==> src/rtl/dvp_capture_if.sv <==
// Bundle of the DVP camera pins, capture control and write-FIFO signals.
// The master side is the environment (sensor, FIFO, host); the slave side is dvp_capture.
interface dvp_capture_if;
  logic        capture_en;
  logic        cam_vsync;
  logic        cam_href;
  logic [7:0]  cam_data;
  logic [8:0]  fifo_wrusedw;
  logic        ovf_clr;
  logic [15:0] fifo_data;
  logic        fifo_wrreq;
  logic        frame_done;
  logic        capturing;
  logic        overflow;

  modport master (
    output capture_en, cam_vsync, cam_href, cam_data, fifo_wrusedw, ovf_clr,
    input  fifo_data, fifo_wrreq, frame_done, capturing, overflow
  );

  modport slave (
    input  capture_en, cam_vsync, cam_href, cam_data, fifo_wrusedw, ovf_clr,
    output fifo_data, fifo_wrreq, frame_done, capturing, overflow
  );
endinterface

==> src/rtl/dvp_capture.sv <==
// DVP camera capture: skips settling frames, packs RGB565 byte pairs and writes them to a FIFO.
// Define DVP_TEST_PATTERN_EN to replace the camera pixel with an incrementing 16-bit counter.
module dvp_capture #(
  parameter int unsigned SKIP_FRAMES = 10,
  parameter int unsigned FIFO_DEPTH  = 512,
  parameter int unsigned FULL_MARGIN = 2
) (
  input logic          S_CLK,
  input logic          RST_N,
  dvp_capture_if.slave bus
);

  localparam int unsigned SKIP_W     = (SKIP_FRAMES > 1) ? $clog2(SKIP_FRAMES + 1) : 1;
  localparam int unsigned FULL_LEVEL = FIFO_DEPTH - FULL_MARGIN;
  localparam logic [SKIP_W-1:0] SKIP_LAST = SKIP_W'((SKIP_FRAMES > 0) ? SKIP_FRAMES - 1 : 0);

  typedef enum logic [1:0] {
    IDLE,
    SKIP,
    WAIT_VS,
    CAPTURE
  } state_e;

  state_e              state_q;
  logic [SKIP_W-1:0]   skip_cnt_q;
  logic                vsync_q;
  logic                phase_q;
  logic [15:0]         data_q;
  logic                wrreq_q;
  logic                done_q;
  logic                capturing_q;
  logic                ovf_q;
`ifdef DVP_TEST_PATTERN_EN
  logic [15:0]         pat_q;
`else
  logic [7:0]          hi_q;
`endif

  logic vs_rise;
  logic vs_fall;
  logic full;

  assign vs_rise = bus.cam_vsync & ~vsync_q;
  assign vs_fall = ~bus.cam_vsync & vsync_q;
  assign full    = 32'(bus.fifo_wrusedw) >= FULL_LEVEL;

  always_ff @(posedge S_CLK or negedge RST_N) begin
    if (!RST_N) begin
      state_q     <= IDLE;
      skip_cnt_q  <= '0;
      vsync_q     <= 1'b0;
      phase_q     <= 1'b0;
      data_q      <= '0;
      wrreq_q     <= 1'b0;
      done_q      <= 1'b0;
      capturing_q <= 1'b0;
      ovf_q       <= 1'b0;
`ifdef DVP_TEST_PATTERN_EN
      pat_q       <= '0;
`else
      hi_q        <= '0;
`endif
    end else begin
      vsync_q <= bus.cam_vsync;
      wrreq_q <= 1'b0;
      done_q  <= 1'b0;
      // A drop later in this block overrides the clear, so a coincident drop keeps the flag set.
      if (bus.ovf_clr) begin
        ovf_q <= 1'b0;
      end

      case (state_q)
        IDLE: begin
          if (bus.capture_en) begin
            skip_cnt_q <= '0;
            if (SKIP_FRAMES == 0) begin
              state_q <= WAIT_VS;
            end else begin
              state_q <= SKIP;
            end
          end
        end

        SKIP: begin
          if (!bus.capture_en) begin
            state_q <= IDLE;
          end else if (vs_rise) begin
            skip_cnt_q <= skip_cnt_q + SKIP_W'(1);
            if (skip_cnt_q == SKIP_LAST) begin
              state_q <= WAIT_VS;
            end
          end
        end

        WAIT_VS: begin
          if (!bus.capture_en) begin
            state_q <= IDLE;
          end else if (vs_fall) begin
            state_q     <= CAPTURE;
            capturing_q <= 1'b1;
            phase_q     <= 1'b0;
`ifdef DVP_TEST_PATTERN_EN
            pat_q       <= '0;
`endif
          end
        end

        CAPTURE: begin
          // Frame end outranks any byte presented in the same cycle; capture_en is only
          // consulted here so a frame in progress always completes.
          if (vs_rise) begin
            done_q      <= 1'b1;
            phase_q     <= 1'b0;
            capturing_q <= 1'b0;
            state_q     <= bus.capture_en ? WAIT_VS : IDLE;
          end else if (!bus.cam_href) begin
            phase_q <= 1'b0;
          end else if (!phase_q) begin
            phase_q <= 1'b1;
`ifndef DVP_TEST_PATTERN_EN
            hi_q    <= bus.cam_data;
`endif
          end else begin
            phase_q <= 1'b0;
            if (full) begin
              ovf_q <= 1'b1;
            end else begin
              wrreq_q <= 1'b1;
`ifdef DVP_TEST_PATTERN_EN
              data_q  <= pat_q;
              pat_q   <= pat_q + 16'd1;
`else
              data_q  <= {hi_q, bus.cam_data};
`endif
            end
          end
        end

        default: begin
          state_q     <= IDLE;
          capturing_q <= 1'b0;
        end
      endcase
    end
  end

  assign bus.fifo_data  = data_q;
  assign bus.fifo_wrreq = wrreq_q;
  assign bus.frame_done = done_q;
  assign bus.capturing  = capturing_q;
  assign bus.overflow   = ovf_q;

endmodule

==> src/flat_wrapper.sv <==
// flat-port wrapper written by rule: the top's interface ports become plain ports
module dvp_capture_flat 
#(
  parameter int unsigned SKIP_FRAMES = 10,
  parameter int unsigned FIFO_DEPTH  = 512,
  parameter int unsigned FULL_MARGIN = 2
)
  (S_CLK, RST_N, bus_capture_en, bus_cam_vsync, bus_cam_href, bus_cam_data, bus_fifo_wrusedw, bus_ovf_clr, bus_fifo_data, bus_fifo_wrreq, bus_frame_done, bus_capturing, bus_overflow);
  dvp_capture_if bus_i ();
  input logic S_CLK;
  input logic RST_N;
  input wire logic [$bits(bus_i.capture_en)-1:0] bus_capture_en;
  input wire logic [$bits(bus_i.cam_vsync)-1:0] bus_cam_vsync;
  input wire logic [$bits(bus_i.cam_href)-1:0] bus_cam_href;
  input wire logic [$bits(bus_i.cam_data)-1:0] bus_cam_data;
  input wire logic [$bits(bus_i.fifo_wrusedw)-1:0] bus_fifo_wrusedw;
  input wire logic [$bits(bus_i.ovf_clr)-1:0] bus_ovf_clr;
  output wire logic [$bits(bus_i.fifo_data)-1:0] bus_fifo_data;
  output wire logic [$bits(bus_i.fifo_wrreq)-1:0] bus_fifo_wrreq;
  output wire logic [$bits(bus_i.frame_done)-1:0] bus_frame_done;
  output wire logic [$bits(bus_i.capturing)-1:0] bus_capturing;
  output wire logic [$bits(bus_i.overflow)-1:0] bus_overflow;
  assign bus_i.capture_en = bus_capture_en;
  assign bus_i.cam_vsync = bus_cam_vsync;
  assign bus_i.cam_href = bus_cam_href;
  assign bus_i.cam_data = bus_cam_data;
  assign bus_i.fifo_wrusedw = bus_fifo_wrusedw;
  assign bus_i.ovf_clr = bus_ovf_clr;
  assign bus_fifo_data = bus_i.fifo_data;
  assign bus_fifo_wrreq = bus_i.fifo_wrreq;
  assign bus_frame_done = bus_i.frame_done;
  assign bus_capturing = bus_i.capturing;
  assign bus_overflow = bus_i.overflow;
  dvp_capture #(.SKIP_FRAMES(SKIP_FRAMES), .FIFO_DEPTH(FIFO_DEPTH), .FULL_MARGIN(FULL_MARGIN)) u_core (.S_CLK(S_CLK), .RST_N(RST_N), .bus(bus_i));
endmodule
==> config.mk <==
export PLATFORM = sky130hd
export DESIGN_NAME = dvp_capture_flat
export DESIGN_NICKNAME = d
export VERILOG_FILES = /design/src/rtl/dvp_capture_if.sv /design/src/rtl/dvp_capture.sv /design/src/flat_wrapper.sv
export SDC_FILE = /design/constraint.sdc
export NUM_CORES = 1
export LEC_CHECK = 0
export BUFFER_PORTS_ARGS = -buffer_cell sky130_fd_sc_hd__buf_2
export CORE_MARGIN = 5
export CORE_UTILIZATION = 45
export DETAILED_ROUTE_END_ITERATION = 10
export HOLD_SLACK_MARGIN = 0.02
export MAX_ROUTING_LAYER = met4
export PLACE_DENSITY = 0.73
export SKIP_CTS_REPAIR_TIMING = 1
export SLEW_MARGIN = 40
export SYNTH_ARGS = -nofsm -noshare
export SYNTH_HDL_FRONTEND = slang
export SYNTH_SLANG_ARGS = --single-unit
export TNS_END_PERCENT = 1
==> constraint.sdc <==
create_clock -name S_CLK -period 2.2 [get_ports S_CLK]
set_input_delay 0.44 -clock S_CLK [delete_from_list [all_inputs] [get_ports S_CLK]]
set_output_delay 0.44 -clock S_CLK [all_outputs]
set_load 0.01 [all_outputs]
==> flow_summary.json <==
{
  "die-area_um2": 4710,
  "n_fill_cell": 294,
  "clock-skew-final_ns": 0.00533,
  "via_per_inst": 5.04,
  "status": "finished clean",
  "routedWlPerCell_um": 13.9,
  "rr_worst_depth": 5,
  "reg2reg_from": "u_core.vsync_q",
  "final_max_slew_viol_count": 0,
  "cts_sinks": 36,
  "crit_type": "register to register",
  "synth_nets": 137,
  "cts_made_buffers": 5,
  "synthDominantCellAreaShare_pct": 58.2,
  "intPower_uw": 1020,
  "cts.clk_slew.worst_paths_ns": 0.10,
  "vias": 1044,
  "synthTopCellsByArea": "dfrtp_1 (58%), mux2_2 (12%), mux2_4 (8.7%)",
  "hold_slack_ns": 0.0440,
  "ant_nets": 0,
  "die_w_um": 68.6,
  "final_cell_mix": "buf_2 (40), dfrtp_1 (36), mux2_2 (16)",
  "drive_gt1_share_pct": 50.9,
  "cp-end-kind": "register",
  "syn_inst": 112,
  "yosys.cell_types.count": 26,
  "dp_hpwl_mm": 2.12,
  "portBuffers": 41,
  "clock_latency_ns": 0.33,
  "worst-r2r-setup-slack_ns": 0.56,
  "max_slew.worst_pin.slew_ns": 0.450,
  "total_power_uw": 1340,
  "cts_tree": "built",
  "max_clock_freq_mhz": 609,
  "crit_slowest_cell": "dfrtp_1",
  "finalCriticalPeriod_ns": 1.64,
  "critPathLaunchType": "register",
  "die_h_um": 68.6,
  "p_switching_uw": 323,
  "drt_pre_antenna_iters": 4,
  "grt_util_all_layers_pct": 13.8,
  "async_flop_share_pct": 100,
  "wl_mm": 2.87,
  "area_growth_pct": 22.1,
  "slew_headroom_pct": 70.0,
  "hold_path.class": "primary input to asynchronous set/reset pin",
  "io_pins": 43,
  "cts_root_buffer": "clkbuf_4",
  "setup_viol": 0,
  "cp-endpoint": "u_core.bus.fifo_data[4]",
  "pwr-share-clk_pct": 33.5,
  "p_seq_share_pct": 56.0,
  "grt_max_degree": 37,
  "grt_pass1_wl_mm": 4.58,
  "place.gp.congestion": 0.732,
  "start_util_pct": 46.4,
  "period_share_pct": 74.6,
  "crit_fanout": 17,
  "yosysWarningCount": 0,
  "arrival_ns": 1.87,
  "overflow": 0,
  "netlist_area_um2": 1550,
  "core_region_area_um2": 3340,
  "power_density_nw_per_um2": 709,
  "syn_avg_cell_area_um2": 13.8,
  "diodes": 0,
  "h-tree-depth": 2,
  "hold_viol": 0,
  "ys_seq_area_share_pct": 58.2,
  "layout.nets": 185,
  "ys_seq_elements": 36,
  "yosys.area.top_type": "dfrtp_1",
  "ir_worst_vdd_mv": 0.339,
  "p_leak_uw": 0.000989,
  "path_cells": "nand2b_4, nand2_2, nor4b_4, buf_4, mux2_2",
  "first_global_vias": 1035,
  "power_frac_comb_pct": 10.5,
  "drc": 0,
  "mostFrequentLayoutCell": "buf_2",
  "finalSetupTns_ns": 0,
  "antenna_found_initial": 0,
  "rows": 21,
  "cap_violations": 0,
  "worstPathRequired_ns": 2.43,
  "cts_buffer_depth": 2,
  "ys.flop_type": "dfrtp_1",
  "switching_share_pct": 24.1,
  "rsz0062_at_grt": "no",
  "synth_edf_count": 0,
  "crit_start": "u_core.vsync_q",
  "drtIter0Drc": 17,
  "worstReg2RegEnd": "u_core.bus.fifo_data[4]",
  "crit_path_max_incr_delay_ns": 0.39
}
==> synthesized netlist by cell type, types with 2 or more instances <==
library cell / n
dfrtp_1: 36
mux2_2: 16
mux2_4: 9
a21oi_1: 7
nor2_1: 7
o21ai_0: 5
nand2_1: 4
nand4_1: 4
a22o_1: 2
clkbuf_1: 2
ha_1: 2
inv_1: 2
nand2_2: 2
nand3_1: 2
==> kinds of logic after synthesis <==
family	share of synthesized area (%)
compound gates	5.50
mux	20.4
simple gates	12.4
fa+ha+maj	1.62
buf+inv	1.94
flops	58.2
==> per-stage QoR <==
| step | area [um2] | instances | util (%) | setup slack, ns |
|---|---|---|---|---|
| 2_1_floorplan | 1550 | 112 | - | 0.500 |
| 3_3_place_gp | 1810 | 199 | 54.3 | 0.434 |
| 3_5_place_dp | 1810 | 199 | 54.3 | 0.406 |
| 4_1_cts | 1890 | 207 | 56.5 | 0.559 |
| 5_1_grt | 1890 | 207 | 56.6 | 0.454 |
| 6_report | 1890 | 207 | 56.6 | 0.559 |
==> power by group through the flow <==
stage | clock (uW) | sequential [uW] | combinational [uW]
finish | 449 | 750 | 140
CTS | 463 | 750 | 142
detailed placement | 0 | 761 | 141
global placement | 0 | 757 | 131
global route | 501 | 757 | 160
floorplan | 0 | 751 | 85.9
==> how the worst min path moves through the flow <==
stage / start / to / depth (start not counted)
floorplan: RST_N / u_core.bus.capturing / 0
global placement: u_core.hi_q[6] / u_core.hi_q[6] / 1
detailed placement: u_core.bus.fifo_data[5] / u_core.bus.fifo_data[5] / 1
CTS: RST_N / u_core.hi_q[6] / 1
global route: RST_N / u_core.hi_q[5] / 1
finish: RST_N / u_core.bus.capturing / 1
==> metal layers <==
layer | wire length (um) | up-vias | GRT usage (%)
li1 | - | 494 | -
met1 | 1210 | 514 | 16.7
met2 | 1440 | 29 | 20.6
met3 | 141 | 7 | 3.57
met4 | 72 | 0 | 8.19
met5 | 0 | - | -
==> critical path, delay by kind of cell (launching register included) <==
kind | cells | cell delay [ns]
simple gates | 3 | 0.47
flops | 1 | 0.39
mux | 1 | 0.37
buf+inv | 1 | 0.31
==> sequential cells by signal, indices dropped and copies added, names as in the netlist <==
| register | cells |
|---|---|
| u_core.bus.fifo_data | 16 |
| u_core.bus.capturing | 1 |
| u_core.bus.overflow | 1 |
| u_core.bus.fifo_wrreq | 1 |
| u_core.hi_q | 8 |
| u_core.phase_q | 1 |
| u_core.state_q | 2 |
| u_core.vsync_q | 1 |
| u_core.skip_cnt_q | 4 |
| u_core.bus.frame_done | 1 |
==> final cells by class <==
type                    instances  area, um2  share of cell area, %
clock buffers                   6       41.3                   2.19
clock inverters                 2       35.0                   1.85
inverters                       2       7.51                  0.397
multi-input cells              71        617                   32.6
flip-flops and latches         36        901                   47.7
well taps                      46       57.6                   3.05
repair buffers                 44        230                   12.2
(Power assumes the default switching activity.)
